**src/rtl/uart_transceiver.sv**
```systemverilog
// ============================================================================
// Module      : uart_transceiver
// Description : Full-duplex UART. The transmitter serialises bytes onto TXD.
//               The receiver oversamples RXD and takes a majority vote per bit.
// Revision    : 1.0  initial release
// ============================================================================
`default_nettype none
`timescale 1ns/1ps

module uart_transceiver #(
  parameter int BIT_WIDTH_BITS    = 9,
  parameter int SAMPLE_WIDTH_BITS = 7,
  parameter int SAMPLE_BITS       = 5
) (
  input  logic                         clk,
  input  logic                         rst,
  input  logic [BIT_WIDTH_BITS-1:0]    bit_width,
  input  logic [SAMPLE_WIDTH_BITS-1:0] sample_width,
  input  logic                         en_parity,
  input  logic                         odd_parity,
  input  logic [1:0]                   data_bits,
  input  logic                         tx_en,
  input  logic [7:0]                   tx_data,
  output logic                         TXD,
  output logic                         can_snd,
  input  logic                         RXD,
  output logic                         rx_en,
  output logic [7:0]                   rx_data,
  output logic                         parity_valid
);

  localparam int SC_W = $clog2(SAMPLE_BITS + 1);

  typedef enum logic [2:0] {S_IDLE, S_START, S_DATA, S_PARITY, S_STOP} state_t;

  // Index of the last data bit and the mask of used data bits
  logic [2:0] w_nbits_m1;
  logic [7:0] w_data_mask;
  assign w_nbits_m1  = (data_bits == 2'd0) ? 3'd7 : ({1'b0, data_bits} + 3'd3);
  assign w_data_mask = 8'hFF >> (3'd7 - w_nbits_m1);

  // ---------------------------------------------------------------- transmit
  state_t                    tx_state_q, tx_state_d;
  logic [BIT_WIDTH_BITS-1:0] tx_cnt_q, tx_cnt_d, tx_bw_q, tx_bw_d;
  logic [7:0]                tx_shift_q, tx_shift_d;
  logic [2:0]                tx_bit_q, tx_bit_d, tx_last_q, tx_last_d;
  logic                      tx_par_en_q, tx_par_en_d, tx_par_q, tx_par_d;
  logic                      txd_q, txd_d, can_snd_q, can_snd_d;
  logic                      w_tx_bit_end, w_tx_accept;

  assign w_tx_bit_end = (tx_cnt_q == tx_bw_q);
  // A request on the edge that ends the stop bit starts the next frame with no idle gap
  assign w_tx_accept  = tx_en && (can_snd_q || (tx_state_q == S_STOP && w_tx_bit_end));

  always_comb begin
    tx_state_d  = tx_state_q;
    tx_cnt_d    = tx_cnt_q;
    tx_bw_d     = tx_bw_q;
    tx_shift_d  = tx_shift_q;
    tx_bit_d    = tx_bit_q;
    tx_last_d   = tx_last_q;
    tx_par_en_d = tx_par_en_q;
    tx_par_d    = tx_par_q;
    txd_d       = txd_q;
    can_snd_d   = can_snd_q;
    if (tx_state_q != S_IDLE) begin
      tx_cnt_d = w_tx_bit_end ? '0 : tx_cnt_q + BIT_WIDTH_BITS'(1);
    end
    if (w_tx_bit_end) begin
      case (tx_state_q)
        S_START: begin
          tx_state_d = S_DATA;
          tx_bit_d   = 3'd0;
          txd_d      = tx_shift_q[0];
        end
        S_DATA: begin
          tx_shift_d = tx_shift_q >> 1;
          if (tx_bit_q == tx_last_q) begin
            tx_state_d = tx_par_en_q ? S_PARITY : S_STOP;
            txd_d      = tx_par_en_q ? tx_par_q : 1'b1;
          end else begin
            tx_bit_d = tx_bit_q + 3'd1;
            txd_d    = tx_shift_q[1];
          end
        end
        S_PARITY: begin
          tx_state_d = S_STOP;
          txd_d      = 1'b1;
        end
        S_STOP: begin
          tx_state_d = S_IDLE;
          txd_d      = 1'b1;
          can_snd_d  = 1'b1;
        end
        default: ;
      endcase
    end
    if (w_tx_accept) begin
      tx_state_d  = S_START;
      tx_cnt_d    = '0;
      tx_bw_d     = bit_width;
      tx_shift_d  = tx_data;
      tx_last_d   = w_nbits_m1;
      tx_par_en_d = en_parity;
      tx_par_d    = ^(tx_data & w_data_mask) ^ odd_parity;
      txd_d       = 1'b0;
      can_snd_d   = 1'b0;
    end
  end

  always_ff @(posedge clk or posedge rst) begin
    if (rst) begin
      tx_state_q  <= S_IDLE;
      tx_cnt_q    <= '0;
      tx_bw_q     <= '0;
      tx_shift_q  <= '0;
      tx_bit_q    <= '0;
      tx_last_q   <= '0;
      tx_par_en_q <= 1'b0;
      tx_par_q    <= 1'b0;
      txd_q       <= 1'b1;
      can_snd_q   <= 1'b1;
    end else begin
      tx_state_q  <= tx_state_d;
      tx_cnt_q    <= tx_cnt_d;
      tx_bw_q     <= tx_bw_d;
      tx_shift_q  <= tx_shift_d;
      tx_bit_q    <= tx_bit_d;
      tx_last_q   <= tx_last_d;
      tx_par_en_q <= tx_par_en_d;
      tx_par_q    <= tx_par_d;
      txd_q       <= txd_d;
      can_snd_q   <= can_snd_d;
    end
  end

  assign TXD     = txd_q;
  assign can_snd = can_snd_q;

  // ----------------------------------------------------------------- receive
  state_t                       rx_state_q, rx_state_d;
  logic                         rxd_s1_q, rxd_s2_q, rxd_prev_q;
  logic [SAMPLE_WIDTH_BITS-1:0] rx_cnt_q, rx_cnt_d, rx_sw_q, rx_sw_d;
  logic [SC_W-1:0]              rx_smp_q, rx_smp_d, rx_ones_q, rx_ones_d;
  logic [2:0]                   rx_bit_q, rx_bit_d, rx_last_q, rx_last_d;
  logic                         rx_par_en_q, rx_par_en_d, rx_odd_q, rx_odd_d;
  logic [7:0]                   rx_shift_q, rx_shift_d, rx_data_q, rx_data_d;
  logic                         rx_pbit_q, rx_pbit_d;
  logic                         rx_en_q, rx_en_d, parity_valid_q, parity_valid_d;
  logic [SAMPLE_WIDTH_BITS:0]   w_sw_p1;
  logic [SC_W-1:0]              w_ones_total;
  logic                         w_sample, w_bit_done, w_bit_val;

  assign w_sw_p1      = {1'b0, sample_width} + {{SAMPLE_WIDTH_BITS{1'b0}}, 1'b1};
  assign w_sample     = (rx_state_q != S_IDLE) && (rx_cnt_q == '0);
  assign w_ones_total = rx_ones_q + SC_W'(rxd_s2_q);
  assign w_bit_done   = w_sample && (rx_smp_q == SC_W'(SAMPLE_BITS - 1));
  assign w_bit_val    = (w_ones_total > SC_W'(SAMPLE_BITS / 2));

  always_comb begin
    rx_state_d     = rx_state_q;
    rx_cnt_d       = rx_cnt_q;
    rx_sw_d        = rx_sw_q;
    rx_smp_d       = rx_smp_q;
    rx_ones_d      = rx_ones_q;
    rx_bit_d       = rx_bit_q;
    rx_last_d      = rx_last_q;
    rx_par_en_d    = rx_par_en_q;
    rx_odd_d       = rx_odd_q;
    rx_shift_d     = rx_shift_q;
    rx_pbit_d      = rx_pbit_q;
    rx_en_d        = 1'b0;
    rx_data_d      = rx_data_q;
    parity_valid_d = parity_valid_q;
    if (rx_state_q == S_IDLE) begin
      if (rxd_prev_q && !rxd_s2_q) begin
        rx_state_d  = S_START;
        rx_cnt_d    = w_sw_p1[SAMPLE_WIDTH_BITS:1];
        rx_sw_d     = sample_width;
        rx_smp_d    = '0;
        rx_ones_d   = '0;
        rx_last_d   = w_nbits_m1;
        rx_par_en_d = en_parity;
        rx_odd_d    = odd_parity;
        rx_shift_d  = '0;
      end
    end else begin
      if (w_sample) begin
        rx_cnt_d  = rx_sw_q;
        rx_smp_d  = w_bit_done ? '0 : rx_smp_q + SC_W'(1);
        rx_ones_d = w_bit_done ? '0 : w_ones_total;
      end else begin
        rx_cnt_d = rx_cnt_q - SAMPLE_WIDTH_BITS'(1);
      end
      if (w_bit_done) begin
        case (rx_state_q)
          S_START: begin
            rx_state_d = w_bit_val ? S_IDLE : S_DATA;
            rx_bit_d   = 3'd0;
          end
          S_DATA: begin
            rx_shift_d[rx_bit_q] = w_bit_val;
            if (rx_bit_q == rx_last_q) begin
              rx_state_d = rx_par_en_q ? S_PARITY : S_STOP;
            end else begin
              rx_bit_d = rx_bit_q + 3'd1;
            end
          end
          S_PARITY: begin
            rx_pbit_d  = w_bit_val;
            rx_state_d = S_STOP;
          end
          S_STOP: begin
            // A zero stop bit is a framing error, but the byte is still delivered
            rx_state_d     = S_IDLE;
            rx_en_d        = 1'b1;
            rx_data_d      = rx_shift_q;
            parity_valid_d = rx_par_en_q ? ~(^rx_shift_q ^ rx_pbit_q ^ rx_odd_q) : 1'b1;
          end
          default: ;
        endcase
      end
    end
  end

  always_ff @(posedge clk or posedge rst) begin
    if (rst) begin
      rxd_s1_q       <= 1'b1;
      rxd_s2_q       <= 1'b1;
      rxd_prev_q     <= 1'b1;
      rx_state_q     <= S_IDLE;
      rx_cnt_q       <= '0;
      rx_sw_q        <= '0;
      rx_smp_q       <= '0;
      rx_ones_q      <= '0;
      rx_bit_q       <= '0;
      rx_last_q      <= '0;
      rx_par_en_q    <= 1'b0;
      rx_odd_q       <= 1'b0;
      rx_shift_q     <= '0;
      rx_pbit_q      <= 1'b0;
      rx_en_q        <= 1'b0;
      rx_data_q      <= '0;
      parity_valid_q <= 1'b0;
    end else begin
      rxd_s1_q       <= RXD;
      rxd_s2_q       <= rxd_s1_q;
      rxd_prev_q     <= rxd_s2_q;
      rx_state_q     <= rx_state_d;
      rx_cnt_q       <= rx_cnt_d;
      rx_sw_q        <= rx_sw_d;
      rx_smp_q       <= rx_smp_d;
      rx_ones_q      <= rx_ones_d;
      rx_bit_q       <= rx_bit_d;
      rx_last_q      <= rx_last_d;
      rx_par_en_q    <= rx_par_en_d;
      rx_odd_q       <= rx_odd_d;
      rx_shift_q     <= rx_shift_d;
      rx_pbit_q      <= rx_pbit_d;
      rx_en_q        <= rx_en_d;
      rx_data_q      <= rx_data_d;
      parity_valid_q <= parity_valid_d;
    end
  end

  assign rx_en        = rx_en_q;
  assign rx_data      = rx_data_q;
  assign parity_valid = parity_valid_q;

endmodule

`default_nettype wire

```
**config.mk**
```make
export PLATFORM = sky130hd
export DESIGN_NAME = uart_transceiver
export DESIGN_NICKNAME = d
export VERILOG_FILES = /design/src/rtl/uart_transceiver.sv
export SDC_FILE = /design/constraint.sdc
export NUM_CORES = 1
export LEC_CHECK = 0
export ABC_AREA = 1
export CAP_MARGIN = 20
export CORE_MARGIN = 10
export CORE_UTILIZATION = 35
export CTS_CLUSTER_DIAMETER = 50
export DETAILED_ROUTE_END_ITERATION = 16
export MAX_ROUTING_LAYER = met4
export SLEW_MARGIN = 25
export SYNTH_ARGS = -nofsm -noshare
export SYNTH_HDL_FRONTEND = slang
export SYNTH_SLANG_ARGS = --single-unit
```
**constraint.sdc**
```tcl
create_clock -name clk -period 3.65 [get_ports clk]
set_input_delay 0.5475 -clock clk [delete_from_list [all_inputs] [get_ports clk]]
set_output_delay 0.5475 -clock clk [all_outputs]
set_load 0.1 [all_outputs]
```
* Word-level counts from Yosys, hierarchy flattened *
Index checks and enable logic that the tools add are counted.

storage, ports and cells
  register bits after elaboration = 92
  latch bits = 0
  RAM bits = 0
  memory bits (read-only) = 0
  bits of input ports = 32
  logic and storage cells = 155
  memories = 0

cells by class
  $add $sub $neg = 9
  $mul = 0
  div/mod/pow operators = 0
  order comparisons = 3
  eq/ne operators = 17
  shift operators = 1
  multiplexer cells = 52
  bitwise gates (word level) = 6
  reduce and logical (&&, ||, !) cells = 40

operators with widths
  cell                   number
  $mux W3                19
  $mux W8                7
  $mux W9                3
  $pmux W3 S4            2
  $mux W7                3
  $reduce_bool A2 Y1     9
  $reduce_xor A8 Y1      2
  $reduce_and A3 Y1      5
  $eq A3 B2 Y1 const B   4
  $mux W1                12
  $pmux W3 S2            2
  $reduce_and A2 Y1      5
  $reduce_bool A5 Y1     2
  $add A3 B1 Y3 const B  3
  $add A9 B1 Y9 const B  1
  $eq A3 B3 Y1 const B   3
  $eq A9 B9 Y1           1
  $add A7 B1 Y8 const B  1
  $and A8 B8 Y8          1
  $bwmux W8              1
  $reduce_and A4 Y1      2
  $shr A8 B3 Y8 const A  1
  $logic_not A7 Y1       1
  $sub A7 B1 Y7 const B  1
  other kinds (24)       37

* Longest topological paths before layout *
  word-level depth = 8
  gate-level depth with buffers = 12
  depth with buffers taken out = 12

* Worst setup path before layout *
No wires, ideal clock.

  path kind = reg-to-reg
  from = reg can_snd_q, in the netlist can_snd
  to = reg tx_shift_q[0]
  setup time = 0.125 ns
  arrival time = 1.510 ns
  data required time = 3.525 ns
  slack = 2.015 ns
  stages on the path, launching flop included = 7
  buffers on the path = 1
  cell sequence = dfstp_2 > inv_1 > nand2_4 > nand2_4 > buf_2 > nand3_1 > nand3_1

between the ends
  word-level cells in the longest chain between the ends = 4

RTL lines
  what                          line  text
  start: declaration            48    logic txd_q, txd_d, can_snd_q, can_snd_d;
  start signal: assignment      133   can_snd_q <= can_snd_d;
  $logic_or A1 B1 Y1 *          53    assign w_tx_accept = tx_en && (can_snd_q || (tx_state_q == S_STOP && w_tx_bit_end));
  $logic_and A1 B1 Y1 *         53
  $reduce_bool A2 Y1 (no line)  --
  $reduce_and A2 Y1 (no line)   --
  end signal: assignment        127   tx_shift_q <= tx_shift_d;
  end: declaration              45    logic [7:0] tx_shift_q, tx_shift_d;

Every way passes the cells marked *; elsewhere a longest branch is shown, timed or not.
A chain may end at the register's enable or synchronous reset.

* Worst setup path after layout *
  from = reg can_snd_q, in the netlist can_snd
  to = out can_snd

RTL lines
  what              line  text
  end: declaration  25    output logic can_snd,

No word-level cell between the ends.

==> flow_metrics.tcl <==
set metrics [dict create \
    yosys_warnings 0 \
    dp_cells 882 \
    cts_resized 0 \
    slew_violations 0 \
    crit_chain "clkdlybuf4s50_1" \
    critPathRequiredTime_ns 3.10 \
    design_area_um2 6070 \
    synth_top_area_cell "dfrtp_1" \
    drc_errors 0 \
    max-slew-margin-rel 0.345 \
    wire_per_inst_um 12.9 \
    antenna_cells 0 \
    core-area_um2 14500 \
    syn_inst 667 \
    instances_no_fill 898 \
    hold_path.class "reg -> reg" \
    tightest_slew_ns 0.979 \
    area_growth_pct 17.7 \
    ys_types 40 \
    io_pins 44 \
    io_buffers 43 \
    worstPathArrival_ns 2.04 \
    multiInputGateArea_um2 2510 \
    crit_path_end_kind "output pin" \
    cts-root-buf "clkbuf_16" \
    synth-main-ff-cell "dfrtp_1" \
    fin_skew_ns 0.00783 \
    drive_above_1_share 0.0784 \
    hold_viol 0 \
    vdd.ir_drop.worst_mv 0.286 \
    grt_pass1_wl_um 20500 \
    drv_cap 0 \
    grt_usage 0.126 \
    overflow 0 \
    finalCritPeriodShare 0.708 \
    critPathLaunchType "flip-flop" \
    vias 4340 \
    synth_most_common_cell "nand2_1" \
    leakage_nw 3.02 \
    synth_fp_nets 712 \
    setup_viol 0 \
    path_class "reg -> out" \
    path_buf_inv 1 \
    synth.area.top_cells "dfrtp_1, nand2_1, nand3_1, xnor2_1, inv_1" \
    powerDensity_nw_per_um2 618 \
    insertion_delay_ns 0.35 \
    initial_core_util 0.356 \
    cts_setup_buffers 0 \
    drt-pass1-iter-count 5 \
    syn_area_um2 5160 \
    nets 754 \
    cts_made_buffers 9 \
    avgSynthCellArea_um2 7.74 \
    crit_path_max_incr_delay_ns 1.14 \
    synth_top_area_frac 0.422 \
    ys_async_sr_fraction 1.00 \
    cpMaxStageDelayCell "clkdlybuf4s50_1" \
    nFillCells 1443 \
    fin_crit_ns 2.58 \
    dp_hpwl_um 8410 \
    ys_top_cells_by_count "nand2_1, dfrtp_1, nand3_1, inv_1, nor2_1" \
    num_rows 44 \
    cp_max_fo 3 \
    place_area_um2 5770 \
    cts_hold_buffers 0 \
    tns_ns 0 \
    clkSlewWorstSetupHoldPaths_ns 0.07 \
    cts_sinks 92 \
    cts_tree "built" \
    yosysSeqAreaShare 0.447 \
    cts_buffer_depth 2 \
    antenna_found_initial 0 \
    wirelength_um 11600 \
    die_w_um 141 \
    die-area_um2 20000 \
    viasPerCell 4.83 \
    cts_max_level 3 \
    fmax_mhz 387 \
    grt_pass1_vias 4407 \
    synth_edf_count 0 \
    seqCellArea_um2 2310 \
    rsz0062_at_grt "no" \
    grt_max_degree 48 \
    ys_seq_elements 92 \
    ant_nets 0 \
    drt_iter0_drc 248 \
    die_h_um 141 \
    cpLargestDelayFamily "buffers and inverters" \
    place.gp.congestion 0.836 \
    outcome "completed" \
]
## cells by family (layout without fill, tap and decap cells)
group           after synthesis  in the layout  share of synthesized area
buf+inv                      84            131                     0.0655
fa+ha+maj                    13             13                     0.0315
compound gates               70             70                     0.0727
simple gates                368            368                      0.315
xor+xnor                     40             40                     0.0679
flops                        92             92                      0.447
## layout make-up
type / count / area share
clock buffers: 10 / 0.0394
clock inverters: 6 / 0.0105
inverters: 70 / 0.0445
multi-input cells: 491 / 0.414
flip-flops and latches: 92 / 0.380
well taps: 184 / 0.0379
repair buffers: 45 / 0.0734
## through the flow
step / worst slack, ns / hold WS, ns / util / power [W]
2_1_floorplan: 0.719 / 0.345 / - / 0.00251
3_3_place_gp: 1.44 / 0.351 / 0.398 / 0.00278
3_5_place_dp: 1.37 / 0.347 / 0.398 / 0.00281
4_1_cts: 1.04 / 0.360 / 0.419 / 0.00379
5_1_grt: 1.02 / 0.367 / 0.419 / 0.00406
6_report: 1.07 / 0.361 / 0.419 / 0.00375
## final timing paths
kind,depth (start not counted),end,from,slack (ns)
max,1,can_snd,can_snd,1.07
min in group asynchronous,3,rx_cnt_q[3],rst,0.68
max reg2reg,11,rx_shift_q[0],rx_cnt_q[0],1.56
min reg2reg,0,rxd_s2_q,rxd_s1_q,0.36
max in group asynchronous,3,rx_bit_q[2],rst,2.57
min,0,rxd_s2_q,rxd_s1_q,0.36
## cells in the final DEF (no fill, tap or decap), drive strengths merged
| cell | n |
|---|---|
| nand3b | 2 |
| a31oi | 1 |
| and3 | 1 |
| a22oi | 2 |
| dfstp | 5 |
| bufinv | 1 |
| clkinvlp | 2 |
| nor2 | 57 |
| o2111ai | 1 |
| o22ai | 1 |
| a41oi | 1 |
| xnor2 | 28 |
| inv | 68 |
| or2 | 5 |
| o21ai | 48 |
| o311ai | 1 |
| xor2 | 12 |
| clkdlybuf4s50 | 43 |
| nor3 | 15 |
| nand2 | 217 |
| nand4 | 7 |
| a21oi | 13 |
| clkbuf | 10 |
| clkinv | 5 |
| o21a | 1 |
| dfrtp | 87 |
| buf | 2 |
| nand3 | 64 |
| o221ai | 1 |
| ha | 13 |
## state kept, by name, indices dropped and copies added, names as in the netlist, 7 cells and up
register	count
rx_cnt_q	7
rx_shift_q	8
tx_cnt_q	9
rx_data	8
rx_sw_q	7
tx_bw_q	9
tx_shift_q	8
## per-layer routing
| metal | track usage | vias to the layer above | wire length [µm] |
|---|---|---|---|
| li1 | - | 2217 | - |
| met1 | 0.149 | 2037 | 5290 |
| met2 | 0.206 | 73 | 5700 |
| met3 | 0.0344 | 13 | 460 |
| met4 | 0.0350 | 0 | 112 |
| met5 | - | - | 0 |
## report_power, final
part,switching [W],internal (W),leakage [nW]
registers,0.000230,0.00129,1.18
clock network,0.000404,0.000548,0.144
logic,0.000778,0.000499,1.69
(Power assumes the default switching activity.)
